==> src/rtl/hockey_pkg.sv <==
// rtl/hockey_pkg.sv - shared state encoding, launch directions and wall-reflection step
package hockey_pkg;

    typedef enum logic [3:0] {
        IDLE     = 4'd0,
        DISPLAY  = 4'd1,
        HIT_A    = 4'd2,
        HIT_B    = 4'd3,
        SEND_A   = 4'd4,
        SEND_B   = 4'd5,
        RESP_A   = 4'd6,
        RESP_B   = 4'd7,
        GOAL_A   = 4'd8,
        GOAL_B   = 4'd9,
        GAMEOVER = 4'd10
    } state_t;

    localparam logic [1:0] DIR_STRAIGHT = 2'b00;
    localparam logic [1:0] DIR_POS      = 2'b01;
    localparam logic [1:0] DIR_NEG      = 2'b10;

    // One Y step; a puck heading into a wall bounces back off it in the same step.
    function automatic int step_y(input int y, input logic [1:0] dir, input int h);
        if (dir == DIR_POS) return (y == h - 1) ? h - 2 : y + 1;
        if (dir == DIR_NEG) return (y == 0) ? 1 : y - 1;
        return y;
    endfunction

    function automatic logic [1:0] step_dir(input int y, input logic [1:0] dir, input int h);
        if (dir == DIR_POS && y == h - 1) return DIR_NEG;
        if (dir == DIR_NEG && y == 0) return DIR_POS;
        return dir;
    endfunction

endpackage

==> src/rtl/hockey_field_ctrl_timer.sv <==
// rtl/hockey_field_ctrl_timer.sv - hockey_tick_timer: loadable-period counter with one-cycle terminal tick
module hockey_tick_timer #(
    parameter int PW = 8
) (
    input  logic          clk,
    input  logic          rst,
    input  logic          clr,
    input  logic          en,
    input  logic [PW-1:0] period,
    output logic          tick
);

    logic [PW-1:0] cnt;

    assign tick = en && !clr && (cnt == period - 1'b1);

    always_ff @(posedge clk or posedge rst) begin
        if (rst) begin
            cnt <= '0;
        end else if (clr) begin
            cnt <= '0;
        end else if (en) begin
            cnt <= tick ? '0 : cnt + 1'b1;
        end
    end

endmodule

==> src/rtl/hockey_field_ctrl.sv <==
// rtl/hockey_field_ctrl.sv - two-player hockey game FSM; HOCKEY_SPEEDUP_EN shortens the step period on each return
module hockey_field_ctrl
    import hockey_pkg::*;
#(
    parameter int FIELD_W     = 5,
    parameter int FIELD_H     = 5,
    parameter int TICK_CYCLES = 200,
    parameter int WIN_SCORE   = 3,
    parameter int SCORE_W     = 3,
    localparam int XW = $clog2(FIELD_W),
    localparam int YW = $clog2(FIELD_H),
    localparam int TW = $clog2(TICK_CYCLES)
) (
    input  logic               clk,
    input  logic               rst,
    input  logic               btn_a,
    input  logic               btn_b,
    input  logic [1:0]         dir_a,
    input  logic [1:0]         dir_b,
    input  logic [YW-1:0]      y_in_a,
    input  logic [YW-1:0]      y_in_b,
    output logic [XW-1:0]      x_coord,
    output logic [YW-1:0]      y_coord,
    output logic [SCORE_W-1:0] score_a,
    output logic [SCORE_W-1:0] score_b,
    output logic [3:0]         state_o,
    output logic               game_over,
    output logic               winner
);

    // One spare bit so a power-of-two TICK_CYCLES still fits as a period value.
    localparam int PW = TW + 1;
    localparam logic [PW-1:0]      TICK_P = PW'(TICK_CYCLES);
    localparam logic [XW-1:0]      X_LAST = XW'(FIELD_W - 1);
    localparam logic [YW:0]        FH     = (YW + 1)'(FIELD_H);
    localparam logic [SCORE_W-1:0] WIN_S  = SCORE_W'(WIN_SCORE);

    state_t        state;
    logic [1:0]    dir;
    logic          server;
    logic          tmr_clr;
    logic          tmr_en;
    logic          tick;
    logic [PW-1:0] period;
    logic [PW-1:0] send_period;
    logic          hit_a;
    logic          hit_b;
    logic          serve_a;
    logic          serve_b;

`ifdef HOCKEY_SPEEDUP_EN
    localparam logic [PW-1:0] STEP_DEC = PW'(TICK_CYCLES / 8);
    localparam logic [PW-1:0] MIN_P    = PW'(TICK_CYCLES / 4);
    logic [PW-1:0] speed;
    assign send_period = speed;
`else
    assign send_period = TICK_P;
`endif

    assign hit_a   = btn_a && (y_in_a == y_coord);
    assign hit_b   = btn_b && (y_in_b == y_coord);
    assign serve_a = btn_a && ({1'b0, y_in_a} < FH);
    assign serve_b = btn_b && ({1'b0, y_in_b} < FH);
    assign period  = (state == SEND_A || state == SEND_B) ? send_period : TICK_P;
    assign state_o = state;

    // Timer is held at zero outside timed states, so every timed state starts a fresh count.
    always_comb begin
        tmr_clr = 1'b0;
        tmr_en  = 1'b0;
        case (state)
            DISPLAY, SEND_A, SEND_B, GOAL_A, GOAL_B: tmr_en = 1'b1;
            RESP_A: begin tmr_en = 1'b1; tmr_clr = hit_a; end
            RESP_B: begin tmr_en = 1'b1; tmr_clr = hit_b; end
            default: tmr_clr = 1'b1;
        endcase
    end

    hockey_tick_timer #(.PW(PW)) u_timer (
        .clk    (clk),
        .rst    (rst),
        .clr    (tmr_clr),
        .en     (tmr_en),
        .period (period),
        .tick   (tick)
    );

    always_ff @(posedge clk or posedge rst) begin
        if (rst) begin
            state     <= IDLE;
            x_coord   <= '0;
            y_coord   <= '0;
            dir       <= DIR_STRAIGHT;
            server    <= 1'b0;
            score_a   <= '0;
            score_b   <= '0;
            game_over <= 1'b0;
            winner    <= 1'b0;
`ifdef HOCKEY_SPEEDUP_EN
            speed     <= TICK_P;
`endif
        end else begin
            case (state)
                IDLE: begin
                    if (btn_a) begin
                        server <= 1'b0;
                        state  <= DISPLAY;
                    end else if (btn_b) begin
                        server <= 1'b1;
                        state  <= DISPLAY;
                    end
                end
                DISPLAY: if (tick) state <= server ? HIT_B : HIT_A;
                HIT_A: if (serve_a) begin
                    x_coord <= '0;
                    y_coord <= y_in_a;
                    dir     <= dir_a;
                    state   <= SEND_B;
                end
                HIT_B: if (serve_b) begin
                    x_coord <= X_LAST;
                    y_coord <= y_in_b;
                    dir     <= dir_b;
                    state   <= SEND_A;
                end
                SEND_A: if (tick) begin
                    x_coord <= x_coord - 1'b1;
                    y_coord <= YW'(step_y(int'(y_coord), dir, FIELD_H));
                    dir     <= step_dir(int'(y_coord), dir, FIELD_H);
                    if (x_coord == XW'(1)) state <= RESP_A;
                end
                SEND_B: if (tick) begin
                    x_coord <= x_coord + 1'b1;
                    y_coord <= YW'(step_y(int'(y_coord), dir, FIELD_H));
                    dir     <= step_dir(int'(y_coord), dir, FIELD_H);
                    if (x_coord == X_LAST - 1'b1) state <= RESP_B;
                end
                RESP_A: begin
                    if (hit_a) begin
                        x_coord <= XW'(1);
                        y_coord <= YW'(step_y(int'(y_coord), dir_a, FIELD_H));
                        dir     <= step_dir(int'(y_coord), dir_a, FIELD_H);
                        state   <= SEND_B;
`ifdef HOCKEY_SPEEDUP_EN
                        speed   <= (speed - STEP_DEC < MIN_P) ? MIN_P : speed - STEP_DEC;
`endif
                    end else if (tick) begin
                        if (score_b < WIN_S) score_b <= score_b + 1'b1;
                        state <= GOAL_B;
`ifdef HOCKEY_SPEEDUP_EN
                        speed <= TICK_P;
`endif
                    end
                end
                RESP_B: begin
                    if (hit_b) begin
                        x_coord <= X_LAST - 1'b1;
                        y_coord <= YW'(step_y(int'(y_coord), dir_b, FIELD_H));
                        dir     <= step_dir(int'(y_coord), dir_b, FIELD_H);
                        state   <= SEND_A;
`ifdef HOCKEY_SPEEDUP_EN
                        speed   <= (speed - STEP_DEC < MIN_P) ? MIN_P : speed - STEP_DEC;
`endif
                    end else if (tick) begin
                        if (score_a < WIN_S) score_a <= score_a + 1'b1;
                        state <= GOAL_A;
`ifdef HOCKEY_SPEEDUP_EN
                        speed <= TICK_P;
`endif
                    end
                end
                GOAL_A: if (tick) begin
                    if (score_a == WIN_S) begin
                        state     <= GAMEOVER;
                        game_over <= 1'b1;
                        winner    <= 1'b0;
                    end else begin
                        state <= HIT_B;
                    end
                end
                GOAL_B: if (tick) begin
                    if (score_b == WIN_S) begin
                        state     <= GAMEOVER;
                        game_over <= 1'b1;
                        winner    <= 1'b1;
                    end else begin
                        state <= HIT_A;
                    end
                end
                GAMEOVER: state <= GAMEOVER;
                default: state <= IDLE;
            endcase
        end
    end

endmodule

==> config.mk <==
export PLATFORM = sky130hd
export DESIGN_NAME = hockey_field_ctrl
export DESIGN_NICKNAME = d
export VERILOG_FILES = /design/src/rtl/hockey_pkg.sv /design/src/rtl/hockey_field_ctrl_timer.sv /design/src/rtl/hockey_field_ctrl.sv
export SDC_FILE = /design/constraint.sdc
export NUM_CORES = 1
export LEC_CHECK = 0
export CAP_MARGIN = 20
export CORE_MARGIN = 2
export CORE_UTILIZATION = 50
export CTS_CLUSTER_DIAMETER = 120
export DETAILED_ROUTE_END_ITERATION = 8
export PLACE_DENSITY = 0.74
export SETUP_SLACK_MARGIN = 0.5
export SLEW_MARGIN = 20
export SYNTH_ARGS = -nofsm -noshare
export SYNTH_HDL_FRONTEND = slang
export SYNTH_SLANG_ARGS = --single-unit
==> constraint.sdc <==
create_clock -name clk -period 2.47 [get_ports clk]
set_input_delay 0.494 -clock clk [delete_from_list [all_inputs] [get_ports clk]]
set_output_delay 0.494 -clock clk [all_outputs]
set_load 0.03 [all_outputs]
-- Word level (Yosys, flattened, before mapping)
Cells that the tools add are included.
- logic and storage cells: 233
- input bits: 14
- register bits after elaboration: 30
- output and inout port bits: 18
- bitwise gates (word level): 2
- reduce and logical (&&, ||, !) cells: 29
- equal/unequal tests: 46
- $add $sub $neg: 7
- muxes and demuxes: 135
- $lt $le $gt $ge: 4
- operators by type and width (operator ; count):
    $mux W3 ; 28
    $mux W4 ; 17
    $mux W1 ; 60
    $pmux W4 S11 ; 1
    $mux W2 ; 20
    $pmux W3 S6 ; 2
    $mux W9 ; 3
    $eq A4 B3 Y1 const B ; 4
    $ne A2 B1 Y1 const B ; 7
    $add A3 B1 Y3 const B ; 4
    $eq A4 B4 Y1 const B ; 3
    $logic_and A1 B1 Y1 ; 12
    $ne A2 B2 Y1 const B ; 6
    $ne A3 B1 Y1 const B ; 4
    $pmux W2 S6 ; 1
    $reduce_and A12 Y1 ; 1
    $reduce_and A11 Y1 ; 1
    $add A9 B1 Y9 const B ; 1
    $eq A3 B2 Y1 const B ; 3
    $eq A9 B8 Y1 const B ; 1
    $ne A3 B3 Y1 const B ; 3
    $reduce_and A9 Y1 ; 1
    $eq A4 B2 Y1 const B ; 2
    $reduce_and A4 Y1 ; 2
    23 further kinds ; 36

-- Longest topological paths before layout
- depth after elaboration: 15
- gate-level depth with buffers: 10
- mapped depth without buffers: 9

-- By module
A second synthesis with hierarchy kept.
- cells, all modules: 353
- area total of the unflattened synthesis: 3022.9 µm²
- modules (own cells, without submodules) (module ; cells an instance ; times used ; area each (µm²) ; sequential area each (µm²)):
    hockey_field_ctrl ; 249 ; 1 ; 2122.0 ; 525.5
    hockey_tick_timer ; 104 ; 1 ; 900.9 ; 225.2

-- Least setup slack after synthesis
No wires, ideal clock.
- path kind: register to register
- start: register y_coord[0]
- end: register y_coord[1]
- arrival: 2220 ps
- data required time: 2337 ps
- cell stages (with the launch flop): 11
- clock period less this slack: 2352 ps
- setup time: 133 ps
- path buffers: 2
- slack: 118 ps
- path through: dfrtp_1 clkbuf_1 inv_1 ha_1 ha_1 clkbuf_1 o21ai_0 o311ai_0 a22o_1 o32ai_1 mux2i_1
- word-level cells in the longest chain between the ends: 8
- elaborated cells on any way between the ends: 38
- those cells by class: 2 x add/sub; 7 x eq/ne; 22 x mux; 7 x reduce/logical
- RTL lines (element ; line ; text):
    from (decl) ; hockey_field_ctrl.sv:23 ; output logic [YW-1:0] y_coord,
    from (signal assigned) ; hockey_field_ctrl.sv:116 ; y_coord <= y_in_a;
    from (signal assigned) ; hockey_field_ctrl.sv:122 ; y_coord <= y_in_b;
    from (signal assigned) ; hockey_field_ctrl.sv:128 ; y_coord <= YW'(step_y(int'(y_coord), dir, FIELD_H));
    $add A3 B1 Y3, or another cell as far along ; hockey_pkg.sv:24 ; if (dir == DIR_POS) return (y == h - 1) ? h - 2 : y + 1;
    $mux W3, or another cell as far along ; hockey_pkg.sv:24 ;
    $mux W3 or $pmux W1 S3 (tied branches) ; hockey_pkg.sv:24, hockey_field_ctrl.sv:71 ;
    $mux W3 or $logic_not A1 Y1 (tied branches) ; hockey_pkg.sv:25, hockey_field_ctrl_timer.sv:15 ;
    $mux W3 or $logic_and A1 B1 Y1 (tied branches) ; hockey_pkg.sv:26, hockey_field_ctrl_timer.sv:15 ;
    $mux W3 or $logic_and A1 B1 Y1 (tied branches) ; hockey_pkg.sv:25, hockey_field_ctrl_timer.sv:15 ;
    $mux W3, or another cell as far along ; hockey_field_ctrl.sv:156 ; if (hit_b) begin
    $pmux W3 S6 or $reduce_and A11 Y1 (tied branches) ; -- ;
Several ways; a longest one is shown, not always the timed one. The select of a mux whose other input is x is not followed.
A chain may end at the register's enable or synchronous reset.

-- Worst setup path in the final report
- start: register u_timer.cnt[1]
- end: register y_coord[0]
- word-level cells in the longest chain between the ends: 4
- elaborated cells on any way between the ends: 5
- those cells by class: 3 x eq/ne; 2 x reduce/logical
- RTL lines (element ; line ; text):
    from (decl) ; hockey_field_ctrl_timer.sv:13 ; logic [PW-1:0] cnt;
    from (signal assigned) ; hockey_field_ctrl_timer.sv:23 ; cnt <= tick ? '0 : cnt + 1'b1;
    $eq A9 B8 Y1 (*) ; hockey_field_ctrl_timer.sv:15 ; assign tick = en && !clr && (cnt == period - 1'b1);
    $logic_and A1 B1 Y1 (*) ; hockey_field_ctrl_timer.sv:15 ;
    $ne A2 B1 Y1 (no source line) ; -- ;
    $reduce_and A11 Y1 (no source line) (*) ; -- ;
Mark *: on every way between the ends. The rest lies on a longest branch, timed or not.

==> results.json <==
{
  "status": "finished clean",
  "synth_top_area_frac": 0.308,
  "yosysTopAreaCell": "dfrtp_1",
  "cts_made_buffers": 5,
  "final_layout_size_suffix_gt1_frac": 0.254,
  "clockRootBuffer": "clkbuf_8",
  "rsz0062_at_grt": "true",
  "clk_latency_ns": 0.28,
  "post-route-drc-count": 0,
  "seq_area_um2": 762,
  "die_x_um": 73.8,
  "yosys-top-cells-count": "33 x nor2_1, 30 x dfrtp_1, 23 x inv_1",
  "syn_area_mm2": 0.00244,
  "wl_per_cell_um": 15.9,
  "slew_headroom": 0.764,
  "setup_viol": 0,
  "ys_types": 56,
  "grt_pass1_wl_mm": 10.6,
  "via_count": 2434,
  "port_buffers": 31,
  "syn-instance-count": 289,
  "p_seq_frac": 0.200,
  "slowest_delay_ns": 0.54,
  "path_max_fanout": 4,
  "crit_slowest_cell": "or4_4",
  "grt_pass1_vias": 2324,
  "num-nets-final": 391,
  "n_antenna_cell": 0,
  "min_path_type": "flip-flop to flip-flop",
  "ys_warn_count": 0,
  "wirelength_mm": 6.77,
  "row_count": 25,
  "nFillCells": 362,
  "synth_xor_area_frac": 0.0575,
  "path_cells": "ha_4, nand3_4, or4_4, a21oi_4, o2111a_2, mux2_4",
  "crit_type": "flip-flop to flip-flop",
  "dp_hpwl_mm": 4.61,
  "dp.cells": 395,
  "synth_edf_count": 0,
  "combPwrFrac": 0.703,
  "synthesis.nets": 323,
  "drv_slew": 0,
  "hold_viol_final": 0,
  "synth_mux_area_frac": 0.0611,
  "worst_pin_slew_ns": 0.353,
  "final.setup.tns_ns": 0,
  "htreeDepth": 2,
  "first_pass_iters": 4,
  "grt_usage": 0.251,
  "async_flop_share": 1.00,
  "switching_share": 0.461,
  "hold_buffers": 0,
  "fmaxAchievable_mhz": 500,
  "multi_input_area_mm2": 0.00169,
  "fp.dieArea_mm2": 0.00545,
  "internal-power_mw": 2.29,
  "cts_tree": "yes",
  "crit_required_ns": 2.64,
  "grt.overflow.total": 0,
  "endpoint_kind": "flip-flop",
  "start_util": 0.516,
  "place_congestion": 0.881,
  "core-area_mm2": 0.00472,
  "synth_top_family_by_area": "simple AND/OR/NAND/NOR gates",
  "post-route-min-period_ns": 2.00,
  "synthSimpleGateAreaFrac": 0.207,
  "avgViaCountPerCell": 5.73,
  "grt_max_degree": 21,
  "synth_most_common_cell": "nor2_1",
  "cp_data_arrival_time_ns": 2.17,
  "period_share": 0.810,
  "p_per_area_mw_per_mm2": 1260,
  "p_leak_nw": 1.51,
  "yosysSeqAreaShare": 0.308,
  "pwr-share-clk": 0.098,
  "avgSynthCellArea_um2": 8.44,
  "synth_compound_area_frac": 0.204,
  "synth.ff_latch_count": 30,
  "skew_ns": 0.0106,
  "io_pins": 32,
  "path_clk_slew_ns": 0.07,
  "power.switching_mw": 1.96,
  "antenna_found_initial": 0,
  "area_growth_syn_to_layout_pct": 37.8,
  "synthAdderAreaFrac": 0.103,
  "clock-sinks": 30,
  "die_h_um": 73.8,
  "maxCapViolCount": 0,
  "synth.area.top_cells": "dfrtp_1 31%, ha_1 10%, nor2_1 5.1%, inv_1 3.5%, a21oi_1 3.3%",
  "drtIter0Drc": 188,
  "drtAntennaViolNets": 0,
  "clockBufferDepth": 2,
  "synth_flop_cell": "dfrtp_1",
  "ir_drop_mv": 0.616,
  "cp-start-kind": "flip-flop",
  "stdcell_count": 425
}
[layout by cell type (no fill, tap or decap), types with 9 or more instances in the layout]
cell,n
inv_1,20
nor2_1,33
dfrtp_1,23
nand2b_1,9
ha_1,15
dlygate4sd2_1,14
o21ai_0,11
nand2_1,15
clkdlybuf4s50_1,13
buf_4,41
a21oi_1,16
[state kept, by name (all words and copies together), names as in the netlist]
register	flops
server	1
score_b	3
y_coord	3
winner	1
x_coord	3
state_o	4
score_a	3
dir	2
game_over	1
u_timer.cnt	9
[power by group through the flow]
stage	sequential [mW]	clock, mW	combinational (mW)
after floorplan	0.919	0	1.67
after global placement	0.904	0	2.36
after detailed placement	0.903	0	2.39
after CTS	0.889	0.424	2.53
after global routing	0.870	0.444	3.23
final	0.847	0.414	2.98
[routing by layer]
| metal | track usage | share of wire | vias to the layer above |
|---|---|---|---|
| li1 | - | - | 1168 |
| met1 | 0.325 | 0.40 | 1153 |
| met2 | 0.426 | 0.51 | 92 |
| met3 | 0.0329 | 0.061 | 21 |
| met4 | 0.0929 | 0.029 | 0 |
| met5 | 0 | 0 | - |
[final timing paths]
path                                 from          to  slack [ns]  depth (start not counted)
min reg2reg                     game_over   game_over        0.48                          1
max                        u_timer.cnt[1]  y_coord[0]        0.47                          6
min                             game_over   game_over        0.48                          1
min in group asynchronous             rst  score_b[2]        0.51                          3
max in group asynchronous             rst  state_o[0]        1.65                          3
max reg2reg                u_timer.cnt[1]  y_coord[0]        0.47                          6
[stage by stage]
step	hold slack, ns	utilization	worst slack [ns]	instance area (µm²)	total power [mW]
floorplan	0.486	-	0.428	2530	2.59
global placement	0.467	0.634	0.0436	2990	3.27
detailed placement	0.458	0.634	0.0334	2990	3.29
CTS	0.485	0.666	0.495	3150	3.84
global route	0.504	0.712	0.412	3360	4.54
finish	0.479	0.712	0.470	3360	4.24
[cell type report]
cell class	count	share of cell area
multi-input combinational	221	0.503
sequential	30	0.227
timing repair buffer	75	0.190
inverter	24	0.0287
clock buffer	7	0.0257
tap	67	0.0249
clock inverter	1	0.00149
[worst max-delay path, delay by kind of cell, from the launching register on]
kind	cells	cell delay [ns]
AOI/OAI and AO/OA	2	0.43
muxes	1	0.30
and+or+nand+nor	2	0.61
adders and majority gates	1	0.16
DFF	1	0.39
[what timing repair did]
action / in CTS / in global routing
gates resized for setup: 29 / 20
buffers inserted: 7 / 15
pin swaps: 5 / 6
setup endpoints to repair: 25 / 25
[cells by family after synthesis]
| family | Yosys count |
|---|---|
| multiplexers | 14 |
| adder cells (fa/ha/maj) | 20 |
| AO/OA/AOI/OAI | 72 |
| XOR/XNOR | 16 |
| flip-flops | 30 |
| AND/OR/NAND/NOR | 99 |
| buffers and inverters | 38 |
No activity file was read; power rests on OpenSTA's default activity.
